==> src/rtl/ssd_display_arbiter_if.sv <==
`default_nettype none
// ============================================================================
// ssd_display_arbiter_if : requester/display bus of the 7-seg display arbiter
// Rev 1.0
// ============================================================================
interface ssd_display_arbiter_if #(
  parameter int NUM_REQ = 4,
  parameter int OWN_W   = $clog2(NUM_REQ)
);
  logic [NUM_REQ-1:0]    ssd_display_arbiter_port_req;
  logic [32*NUM_REQ-1:0] ssd_display_arbiter_port_data;
  logic                  ssd_display_arbiter_port_lock;
  logic [NUM_REQ-1:0]    ssd_display_arbiter_oport_grant;
  logic [31:0]           ssd_display_arbiter_oport_value;
  logic [OWN_W-1:0]      ssd_display_arbiter_oport_owner;
  logic                  ssd_display_arbiter_oport_switch;

  modport master (
    output ssd_display_arbiter_port_req,
    output ssd_display_arbiter_port_data,
    output ssd_display_arbiter_port_lock,
    input  ssd_display_arbiter_oport_grant,
    input  ssd_display_arbiter_oport_value,
    input  ssd_display_arbiter_oport_owner,
    input  ssd_display_arbiter_oport_switch
  );

  modport slave (
    input  ssd_display_arbiter_port_req,
    input  ssd_display_arbiter_port_data,
    input  ssd_display_arbiter_port_lock,
    output ssd_display_arbiter_oport_grant,
    output ssd_display_arbiter_oport_value,
    output ssd_display_arbiter_oport_owner,
    output ssd_display_arbiter_oport_switch
  );
endinterface
`default_nettype wire

==> src/rtl/ssd_display_arbiter.sv <==
`default_nettype none
// ============================================================================
// ssd_display_arbiter : round-robin owner of the 7-seg display, minimum dwell
// Rev 1.0
// ============================================================================
module ssd_display_arbiter #(
  parameter int          NUM_REQ      = 4,
  parameter int          DWELL_CYCLES = 100_000_000,
  parameter logic [31:0] IDLE_VALUE   = 32'h0000_0000,
  parameter int          OWN_W        = $clog2(NUM_REQ)
) (
  input wire logic             ssd_display_arbiter_clk,
  input wire logic             ssd_display_arbiter_rst_n,
  ssd_display_arbiter_if.slave ssd_display_arbiter_bus
);
  localparam int               c_cnt_w    = $clog2(DWELL_CYCLES);
  localparam logic [c_cnt_w-1:0] c_cnt_last = c_cnt_w'(DWELL_CYCLES - 1);

  typedef enum logic [1:0] {
    ST_IDLE  = 2'd0,
    ST_GRANT = 2'd1,
    ST_HOLD  = 2'd2
  } state_t;

  state_t               r_state, w_state_nxt;
  logic [OWN_W-1:0]     r_owner, w_owner_nxt;
  logic [OWN_W-1:0]     r_last, w_last_nxt;
  logic [NUM_REQ-1:0]   r_grant, w_grant_nxt;
  logic [31:0]          r_value, w_value_nxt;
  logic                 r_switch, w_switch_nxt;
  logic [c_cnt_w-1:0]   r_cnt, w_cnt_nxt;

  logic [NUM_REQ-1:0]   w_req;
  logic                 w_any_req;
  logic                 w_found;
  logic [OWN_W-1:0]     w_idx;
  logic [OWN_W-1:0]     w_winner;
  logic [31:0]          w_owner_data;
  logic [31:0]          w_winner_data;
  logic                 w_take;

  // Search last+1 .. last+NUM_REQ; the final step wraps back onto last itself.
  always_comb begin
    w_req     = ssd_display_arbiter_bus.ssd_display_arbiter_port_req;
    w_any_req = |w_req;
    w_found   = 1'b0;
    w_idx     = r_last;
    w_winner  = r_last;
    for (int i = 1; i <= NUM_REQ; i++) begin
      w_idx = r_last + OWN_W'(i);
      if (!w_found && w_req[w_idx]) begin
        w_winner = w_idx;
        w_found  = 1'b1;
      end
    end
  end

  always_comb begin
    w_owner_data  = '0;
    w_winner_data = '0;
    for (int i = 0; i < NUM_REQ; i++) begin
      if (r_owner == OWN_W'(i))
        w_owner_data = ssd_display_arbiter_bus.ssd_display_arbiter_port_data[32*i +: 32];
      if (w_winner == OWN_W'(i))
        w_winner_data = ssd_display_arbiter_bus.ssd_display_arbiter_port_data[32*i +: 32];
    end
  end

  always_comb begin
    w_state_nxt  = r_state;
    w_owner_nxt  = r_owner;
    w_last_nxt   = r_last;
    w_grant_nxt  = r_grant;
    w_value_nxt  = r_value;
    w_cnt_nxt    = r_cnt;
    w_switch_nxt = 1'b0;
    w_take       = 1'b0;

    case (r_state)
      ST_IDLE: begin
        w_grant_nxt = '0;
        w_value_nxt = IDLE_VALUE;
        if (w_any_req)
          w_take = 1'b1;
      end
      ST_GRANT: begin
        w_state_nxt = ST_HOLD;
        w_cnt_nxt   = '0;
        w_value_nxt = w_owner_data;
      end
      ST_HOLD: begin
        w_value_nxt = w_owner_data;
        // An owner dropping its request overrides both expiry and lock.
        if (!w_req[r_owner]) begin
          if (w_any_req) begin
            w_take = 1'b1;
          end else begin
            w_state_nxt = ST_IDLE;
            w_grant_nxt = '0;
            w_value_nxt = IDLE_VALUE;
          end
        end else if (!ssd_display_arbiter_bus.ssd_display_arbiter_port_lock) begin
          if (r_cnt == c_cnt_last) begin
            if (w_winner != r_owner)
              w_take = 1'b1;
            else
              w_cnt_nxt = '0;
          end else begin
            w_cnt_nxt = r_cnt + c_cnt_w'(1);
          end
        end
      end
      default: begin
        w_state_nxt = ST_IDLE;
        w_grant_nxt = '0;
        w_value_nxt = IDLE_VALUE;
      end
    endcase

    if (w_take) begin
      w_state_nxt  = ST_GRANT;
      w_owner_nxt  = w_winner;
      w_last_nxt   = w_winner;
      w_grant_nxt  = NUM_REQ'(1) << w_winner;
      w_value_nxt  = w_winner_data;
      w_switch_nxt = 1'b1;
    end
  end

  always_ff @(posedge ssd_display_arbiter_clk or negedge ssd_display_arbiter_rst_n) begin
    if (!ssd_display_arbiter_rst_n) begin
      r_state  <= ST_IDLE;
      r_owner  <= '0;
      r_last   <= OWN_W'(NUM_REQ - 1);
      r_grant  <= '0;
      r_value  <= IDLE_VALUE;
      r_switch <= 1'b0;
      r_cnt    <= '0;
    end else begin
      r_state  <= w_state_nxt;
      r_owner  <= w_owner_nxt;
      r_last   <= w_last_nxt;
      r_grant  <= w_grant_nxt;
      r_value  <= w_value_nxt;
      r_switch <= w_switch_nxt;
      r_cnt    <= w_cnt_nxt;
    end
  end

  assign ssd_display_arbiter_bus.ssd_display_arbiter_oport_grant  = r_grant;
  assign ssd_display_arbiter_bus.ssd_display_arbiter_oport_value  = r_value;
  assign ssd_display_arbiter_bus.ssd_display_arbiter_oport_owner  = r_owner;
  assign ssd_display_arbiter_bus.ssd_display_arbiter_oport_switch = r_switch;
endmodule
`default_nettype wire

==> src/flat_wrapper.sv <==
// flat-port wrapper written by rule: the top's interface ports become plain ports
module ssd_display_arbiter_flat 
#(
  parameter int          NUM_REQ      = 4,
  parameter int          DWELL_CYCLES = 100_000_000,
  parameter logic [31:0] IDLE_VALUE   = 32'h0000_0000,
  parameter int          OWN_W        = $clog2(NUM_REQ)
)
  (ssd_display_arbiter_clk, ssd_display_arbiter_rst_n, ssd_display_arbiter_bus_ssd_display_arbiter_port_req, ssd_display_arbiter_bus_ssd_display_arbiter_port_data, ssd_display_arbiter_bus_ssd_display_arbiter_port_lock, ssd_display_arbiter_bus_ssd_display_arbiter_oport_grant, ssd_display_arbiter_bus_ssd_display_arbiter_oport_value, ssd_display_arbiter_bus_ssd_display_arbiter_oport_owner, ssd_display_arbiter_bus_ssd_display_arbiter_oport_switch);
  ssd_display_arbiter_if #(.NUM_REQ(NUM_REQ), .OWN_W(OWN_W)) ssd_display_arbiter_bus_i ();
  input wire logic ssd_display_arbiter_clk;
  input wire logic ssd_display_arbiter_rst_n;
  input wire logic [$bits(ssd_display_arbiter_bus_i.ssd_display_arbiter_port_req)-1:0] ssd_display_arbiter_bus_ssd_display_arbiter_port_req;
  input wire logic [$bits(ssd_display_arbiter_bus_i.ssd_display_arbiter_port_data)-1:0] ssd_display_arbiter_bus_ssd_display_arbiter_port_data;
  input wire logic [$bits(ssd_display_arbiter_bus_i.ssd_display_arbiter_port_lock)-1:0] ssd_display_arbiter_bus_ssd_display_arbiter_port_lock;
  output wire logic [$bits(ssd_display_arbiter_bus_i.ssd_display_arbiter_oport_grant)-1:0] ssd_display_arbiter_bus_ssd_display_arbiter_oport_grant;
  output wire logic [$bits(ssd_display_arbiter_bus_i.ssd_display_arbiter_oport_value)-1:0] ssd_display_arbiter_bus_ssd_display_arbiter_oport_value;
  output wire logic [$bits(ssd_display_arbiter_bus_i.ssd_display_arbiter_oport_owner)-1:0] ssd_display_arbiter_bus_ssd_display_arbiter_oport_owner;
  output wire logic [$bits(ssd_display_arbiter_bus_i.ssd_display_arbiter_oport_switch)-1:0] ssd_display_arbiter_bus_ssd_display_arbiter_oport_switch;
  assign ssd_display_arbiter_bus_i.ssd_display_arbiter_port_req = ssd_display_arbiter_bus_ssd_display_arbiter_port_req;
  assign ssd_display_arbiter_bus_i.ssd_display_arbiter_port_data = ssd_display_arbiter_bus_ssd_display_arbiter_port_data;
  assign ssd_display_arbiter_bus_i.ssd_display_arbiter_port_lock = ssd_display_arbiter_bus_ssd_display_arbiter_port_lock;
  assign ssd_display_arbiter_bus_ssd_display_arbiter_oport_grant = ssd_display_arbiter_bus_i.ssd_display_arbiter_oport_grant;
  assign ssd_display_arbiter_bus_ssd_display_arbiter_oport_value = ssd_display_arbiter_bus_i.ssd_display_arbiter_oport_value;
  assign ssd_display_arbiter_bus_ssd_display_arbiter_oport_owner = ssd_display_arbiter_bus_i.ssd_display_arbiter_oport_owner;
  assign ssd_display_arbiter_bus_ssd_display_arbiter_oport_switch = ssd_display_arbiter_bus_i.ssd_display_arbiter_oport_switch;
  ssd_display_arbiter #(.NUM_REQ(NUM_REQ), .DWELL_CYCLES(DWELL_CYCLES), .IDLE_VALUE(IDLE_VALUE), .OWN_W(OWN_W)) u_core (.ssd_display_arbiter_clk(ssd_display_arbiter_clk), .ssd_display_arbiter_rst_n(ssd_display_arbiter_rst_n), .ssd_display_arbiter_bus(ssd_display_arbiter_bus_i));
endmodule
==> config.mk <==
export PLATFORM = sky130hd
export DESIGN_NAME = ssd_display_arbiter_flat
export DESIGN_NICKNAME = d
export VERILOG_FILES = /design/src/rtl/ssd_display_arbiter_if.sv /design/src/rtl/ssd_display_arbiter.sv /design/src/flat_wrapper.sv
export SDC_FILE = /design/constraint.sdc
export NUM_CORES = 1
export LEC_CHECK = 0
export CAP_MARGIN = 15
export CORE_UTILIZATION = 42
export CTS_CLUSTER_SIZE = 40
export DETAILED_ROUTE_END_ITERATION = 12
export GPL_ROUTABILITY_DRIVEN = 0
export PLACE_DENSITY = 0.78
export SETUP_SLACK_MARGIN = 0.3
export SYNTH_ARGS = -nofsm -noshare
export SYNTH_HDL_FRONTEND = slang
export SYNTH_SLANG_ARGS = --single-unit
export TNS_END_PERCENT = 50
==> constraint.sdc <==
create_clock -name ssd_display_arbiter_clk -period 2.3 [get_ports ssd_display_arbiter_clk]
set_input_delay 0.345 -clock ssd_display_arbiter_clk [delete_from_list [all_inputs] [get_ports ssd_display_arbiter_clk]]
set_output_delay 0.345 -clock ssd_display_arbiter_clk [all_outputs]
set_load 0.005 [all_outputs]
==> metrics.txt, run 1 <==
Tightest Hold Check Type in2async; register area share after synthesis 33.9%; CTS tree done; drt via density 5.77; Die Span Y 113 µm; crit path kind reg2reg; startpoint types register; Detailed Place HPWL 11.6 mm; RSZ-0062 raised after global routing yes; most area-hungry cell type in the Yosys netlist dfrtp_1; Max clock buf depth 2; critical path's slowest cell dfstp_2; H-tree Lvls 3; initial core utilization 43.1%; syn avg cell area 8.47 µm²; WL per Instance 18.2 µm; core footprint 12000 µm²; final net count 942; Final setup viols 34; Die W 113 µm; skew final 0.00682 ns; Worst Path Max Fanout 6; drt first pass iters 5; P per Cell Area 1170 nW/µm²; Final Slew Violations 0; Fin. Hold Viols 13; initial antenna violation count 0; Critical Path Stages 11; Syn Inst Count 611; synth top area cells dfrtp_1, mux4_2, nand2_1; Mapped Nets 750; Async SR Flop Fraction 100%; Top FF cell, synth dfrtp_1; PortBufs 173; number of library cell types mapped by synthesis 48; crit-path max cell delay 0.57 ns; layout cell share with drive strength beyond 1 19.4%; global-route wire length before repair 27.2 mm; Bufs and invs on worst path 3; Setup WS post-layout -0.148 ns; Slew headroom 63.9%; setup_tns -1.46 ns; vias 5511; Site Rows 40; Worst Max-Slew Pin Slew 0.542 ns; Mapped Area 5170 µm²; Layout Utilization 66.9%; violated checks negative hold slack, negative setup slack; Critical Path RT 2.52 ns; CP cell instances buf_4 -> nand2b_1 -> a21oi_2 -> o21a_1 -> o211ai_2 -> buf_4 -> a21oi_4 -> buf_6 -> nand4_1 -> xor2_1 -> nor2_1; total CTS buffers 9; Reg clk slew, reported paths 0.06 ns; Clock Tree Root clkbuf_16; vias in the first global route 5679; Clk Latency, worst-skew pair 0.33 ns; die area 12800 µm²; kind of end point of the critical path register; MaxCap Viol Count 0; Max Clk Rate 0.408 GHz; Leak Pwr 3.42 nW; Arr. time, crit path 2.66 ns; Routed WL 17.3 mm; gr ovfl total 0; GR Util All Layers 27.0%; antenna-violating nets left 0; Yosys top cell area share 32.9%; worst r2r path cells 11; CTS Sinks 70; worst hold slack -0.0142 ns; pin count of the biggest net entering global routing 67; FILL cells 905; number of synthesized flops with an enable pin 0; final critical-path share of the clock period 106%; drc violations 0; P&R area growth vs syn 55.2%; DRT iter0 DRCs 315; io pins 174; # hold bufs at CTS 0; outcome complete, but fails checks; flops & latches, synth 70; CP most frequent cell buf_4; peak supply drop 0.000880 V; Yosys warnings 0; min Tclk post-route 2.45 ns; Total Power 0.00943 W; Antenna diodes 0; CP delay by family, top compound AO/OA/AOI/OAI gates
## worst paths after layout
check	from	end	slack [ns]
worst max-delay path	u_core.r_last[0]$_DFFE_PN1P_	u_core.r_cnt[18]$_DFFE_PN0P_	-0.15
worst min-delay path	ssd_display_arbiter_rst_n	u_core.r_cnt[4]$_DFFE_PN0P_	-0.01
worst max register to register	u_core.r_last[0]$_DFFE_PN1P_	u_core.r_cnt[18]$_DFFE_PN0P_	-0.15
worst min register to register	register	register	0.51
max in group asynchronous	ssd_display_arbiter_rst_n	u_core.r_cnt[20]$_DFFE_PN0P_	1.67
min in group ssd_display_arbiter_clk	register	register	0.51
## logic make-up (layout without fill, tap and decap cells)
group | Yosys count | in the layout | synth area share, %
and+or+nand+nor | 319 | 320 | 28.3
AOI/OAI and AO/OA | 113 | 113 | 14.4
DFF | 70 | 70 | 33.9
buffers and inverters | 53 | 249 | 4.88
muxes | 34 | 34 | 14.6
xor gates and xnor gates | 18 | 18 | 3.05
adders and majority gates | 4 | 4 | 0.967
## final cells by class
type | instances | area [µm²] | share of cell area (%)
multi-input combinational | 489 | 3390 | 42.2
inverter | 5 | 18.8 | 0.234
clock inverter | 5 | 81.3 | 1.01
sequential | 70 | 1760 | 21.9
timing repair buffer | 228 | 2350 | 29.2
tap | 147 | 184 | 2.29
clock buffer | 11 | 253 | 3.15
## routing by layer
metal	wire length (µm)	up-vias	global-route usage (%)
li1	-	2546	-
met1	6610	2675	30.9
met2	8980	258	48.3
met3	1300	32	6.70
met4	453	0	10.7
met5	0	-	0
## power by group
part | total [W] | switching [W] | internal (W)
combinational | 0.00613 | 0.00307 | 0.00306
clock | 0.00154 | 0.000535 | 0.00101
sequential | 0.00176 | 0.000163 | 0.00160
total | 0.00943 | 0.00377 | 0.00566
## layout by cell type (no fill, tap or decap), types with 3 or more instances in the layout
cell and n:
a21oi_1 5, a21oi_2 4, a32o_1 3, and3_1 9, buf_12 11, buf_4 39, buf_6 3, clkbuf_16 10
clkdlybuf4s50_1 168, dfrtp_1 67, dlygate4sd2_1 3, ha_1 4, inv_1 5, mux4_2 33, nand2_1 175, nand2b_1 36
nand3_1 40, nand4_1 4, nor2_1 22, nor2_2 3, nor2_4 3, o2111ai_2 3, o211ai_1 34, o21a_1 3
o21ai_0 16, o21ai_1 12, o21ai_2 14, o21bai_1 3, o31ai_1 3, or3_1 3, or4_4 3, xor2_1 18
## Yosys cell counts (4+ instances only)
library cell	instances
ha_1	4
nand2_1	176
o31ai_1	4
a21oi_1	10
or4_1	4
nand3_1	41
buf_2	8
clkbuf_1	25
o21ai_1	22
o2111ai_1	4
buf_6	5
buf_1	7
and3_1	10
nand2b_1	36
xor2_1	18
nor2_1	26
nand4_1	4
o21ai_0	21
dfrtp_1	68
inv_1	5
or3_1	6
o211ai_1	34
mux4_2	33
## per-stage QoR
stage          std cells  cell area [µm²]  hold slack (ns)  setup WS (ns)
3_3_place_gp         918             7240            0.366         -0.383
5_1_grt              955             8030           0.0506         -0.235
6_report             955             8030          -0.0142         -0.148
4_1_cts              947             7880           0.0194        -0.0286
2_1_floorplan        611             5190           0.0494          0.163
3_5_place_dp         918             7240            0.373         -0.500
## repair_timing
item / in CTS / in global routing
cloned: 2 / 3
pin swaps: 21 / 23
buffers inserted: 11 / 5
endpoints found under the setup margin: 70 / 71
gates resized for setup: 39 / 21
Note: power is estimated with default switching activity, not from simulation.
==> run 2, diff against run 1 <==
==> constraint.sdc (replaced) <==
create_clock -name ssd_display_arbiter_clk -period 2.3 [get_ports ssd_display_arbiter_clk]
set_input_delay 0.23 -clock ssd_display_arbiter_clk [delete_from_list [all_inputs] [get_ports ssd_display_arbiter_clk]]
set_output_delay 0.23 -clock ssd_display_arbiter_clk [all_outputs]
set_load 0.005 [all_outputs]
==> run 2 against run 1 <==
Effect of this change:
- the run ends with negative setup slack left
- clock-buffer cell count did not move
- hold slack better by 0.47 ns
- critical path depth unchanged
- via count up 1.3%
- first-iteration DRC count grew 24%
- setup slack better by 0.057 ns
- routed wire length up 3.7%
- combinational power up 7.8%
- highest routed layer unchanged
- non-clock buffer count increased by 6
- cell count is 0.52% higher
==> metrics.txt, run 2 (synthesized netlist as in run 1, its figures left out) <==
outcome complete, but fails checks; violated checks negative setup slack; sequential share of power 17.5%; Max Clk Rate 0.418 GHz; DRT iter0 DRCs 390; pin count of the biggest net entering global routing 68; CP most frequent cell buf_12; P&R area growth vs syn 57.7%; WL per Instance 18.7 µm; Clock Tree Root clkbuf_16; Clk pwr share 16.7%; layout cell share with drive strength beyond 1 19.6%; Setup WS post-layout -0.0912 ns; Switching Power 0.00395 W; initial antenna violation count 0; Routed WL 18.0 mm; global-route wire length before repair 27.2 mm; Site Rows 40; Comb power frac 65.8%; min Tclk post-route 2.39 ns; P per Cell Area 1230 nW/µm²; Int Pwr 0.00609 W; H-tree Lvls 3; most frequent cells in the layout nand2_1, clkdlybuf4s50_1, dfrtp_1; Detailed Place HPWL 11.3 mm; initial core utilization 43.1%; die area 12800 µm²; CTS tree done; Antenna diodes 0; total CTS buffers 9; PortBufs 173; Final Slew Violations 0; Fin. Hold Viols 0; core footprint 12000 µm²; Worst Max-Slew Pin Slew 0.581 ns; RSZ-0062 raised after global routing yes; kind of end point of the critical path register; antenna-violating nets left 0; startpoint types register; CP cell instances buf_6 -> mux2i_1 -> a21o_1 -> o21a_1 -> o211ai_4 -> nor3b_4 -> a21o_4 -> buf_12 -> buf_12 -> buf_16 -> o21ai_2; vias 5583; Critical Path RT 2.56 ns; final net count 947; Clk Latency, worst-skew pair 0.34 ns; Leak Pwr 3.48 nW; drc violations 0; final critical-path share of the clock period 104%; MaxCap Viol Count 0; peak supply drop 0.000695 V; Die Span Y 113 µm; worst reg-to-reg setup slack -0.09 ns; Net Sw Frac 39.4%; drt first pass iters 5; Die W 113 µm; gr ovfl total 0; crit-path max cell delay 0.55 ns; skew final 0.00946 ns; Worst Path Max Fanout 7; CTS Sinks 70; critical path's slowest cell dfstp_2; Max clock buf depth 2; crit path kind reg2reg; Reg clk slew, reported paths 0.06 ns; post-place setup slack -0.359 ns; most common cell after layout, fill and taps aside nand2_1; vias in the first global route 5750; io pins 174; GR Util All Layers 27.3%; setup_tns -1.88 ns; FILL cells 894; Slew headroom 61.2%; Final setup viols 40; drt via density 5.82; Total Power 0.0100 W; Arr. time, crit path 2.65 ns; Tightest Hold Check Type in2async
==> run 2: cell count changes in the layout (fill, tap and decap cells not counted), moves of 3 or more <==
cell             before  now
clkdlybuf4s50_1     168  171
buf_4                39   35
dlygate4sd2_1         3    0
o21ai_1              12   22
buf_6                 3    9
o21ai_0              16    7
==> run 2: layer usage <==
metal,GRT usage (%),up-vias,routed length [µm]
met4,13.7,0,625
met1,29.5,2719,6600
met3,7.07,48,1430
met2,49.3,253,9340
li1,-,2563,-
met5,0,-,0
==> run 2: what timing repair did <==
action                                  4_1_cts  5_1_grt
hold buffers                                  1        0
gates resized for setup                      44       23
buffers inserted                             15        0
endpoints found under the setup margin       70       70
endpoints found under the hold margin        38        0
pin swaps                                     9       13
cloned                                        4        3
==> run 2: critical path, delay by kind of cell, from the launching register on <==
kind / cells / cell delay (ns)
flops: 1 / 0.55
mux: 1 / 0.19
compound gates: 5 / 0.84
simple gates: 1 / 0.19
buf+inv: 4 / 0.52
==> run 2: power by group through the flow <==
stage                     combinational (W)  sequential (W)  clock [W]
after detailed placement            0.00517         0.00178          0
after CTS                           0.00610         0.00176    0.00167
after global routing                0.00704         0.00179    0.00172
final                               0.00661         0.00176    0.00167
after global placement              0.00502         0.00177          0
after floorplan                     0.00335         0.00177          0
==> run 2: final cells by class <==
type / instances / area (µm²) / area share (%)
Multi-Input combinational cell: 488 / 3370 / 41.2
Timing Repair Buffer: 234 / 2480 / 30.4
Clock buffer: 11 / 253 / 3.10
Clock inverter: 5 / 105 / 1.29
Inverter: 5 / 18.8 / 0.230
Sequential cell: 70 / 1760 / 21.5
Tap cell: 147 / 184 / 2.25
==> run 2: path summary, 6_finish.rpt <==
check / cells after the start / to / start
setup / recovery: 11 / register / u_core.r_last[1]$_DFFE_PN1P_
hold reg to reg: 1 / u_core.r_cnt[6]$_DFFE_PN0P_ / u_core.r_cnt[6]$_DFFE_PN0P_
max in group asynchronous: 3 / u_core.r_cnt[23]$_DFFE_PN0P_ / ssd_display_arbiter_rst_n
hold / removal: 2 / u_core.r_cnt[5]$_DFFE_PN0P_ / ssd_display_arbiter_rst_n
setup reg to reg: 11 / register / u_core.r_last[1]$_DFFE_PN1P_
min in group ssd_display_arbiter_clk: 1 / u_core.r_cnt[6]$_DFFE_PN0P_ / u_core.r_cnt[6]$_DFFE_PN0P_
==> run 2: per-stage QoR <==
step	util, %	area [µm²]	hold slack (ns)	cells
6_report	67.9	8160	0.451	960
3_3_place_gp	60.3	7240	0.260	921
5_1_grt	67.9	8160	0.495	960
3_5_place_dp	60.3	7240	0.264	921
2_1_floorplan	-	5190	-0.0656	611
4_1_cts	66.7	8010	0.469	957
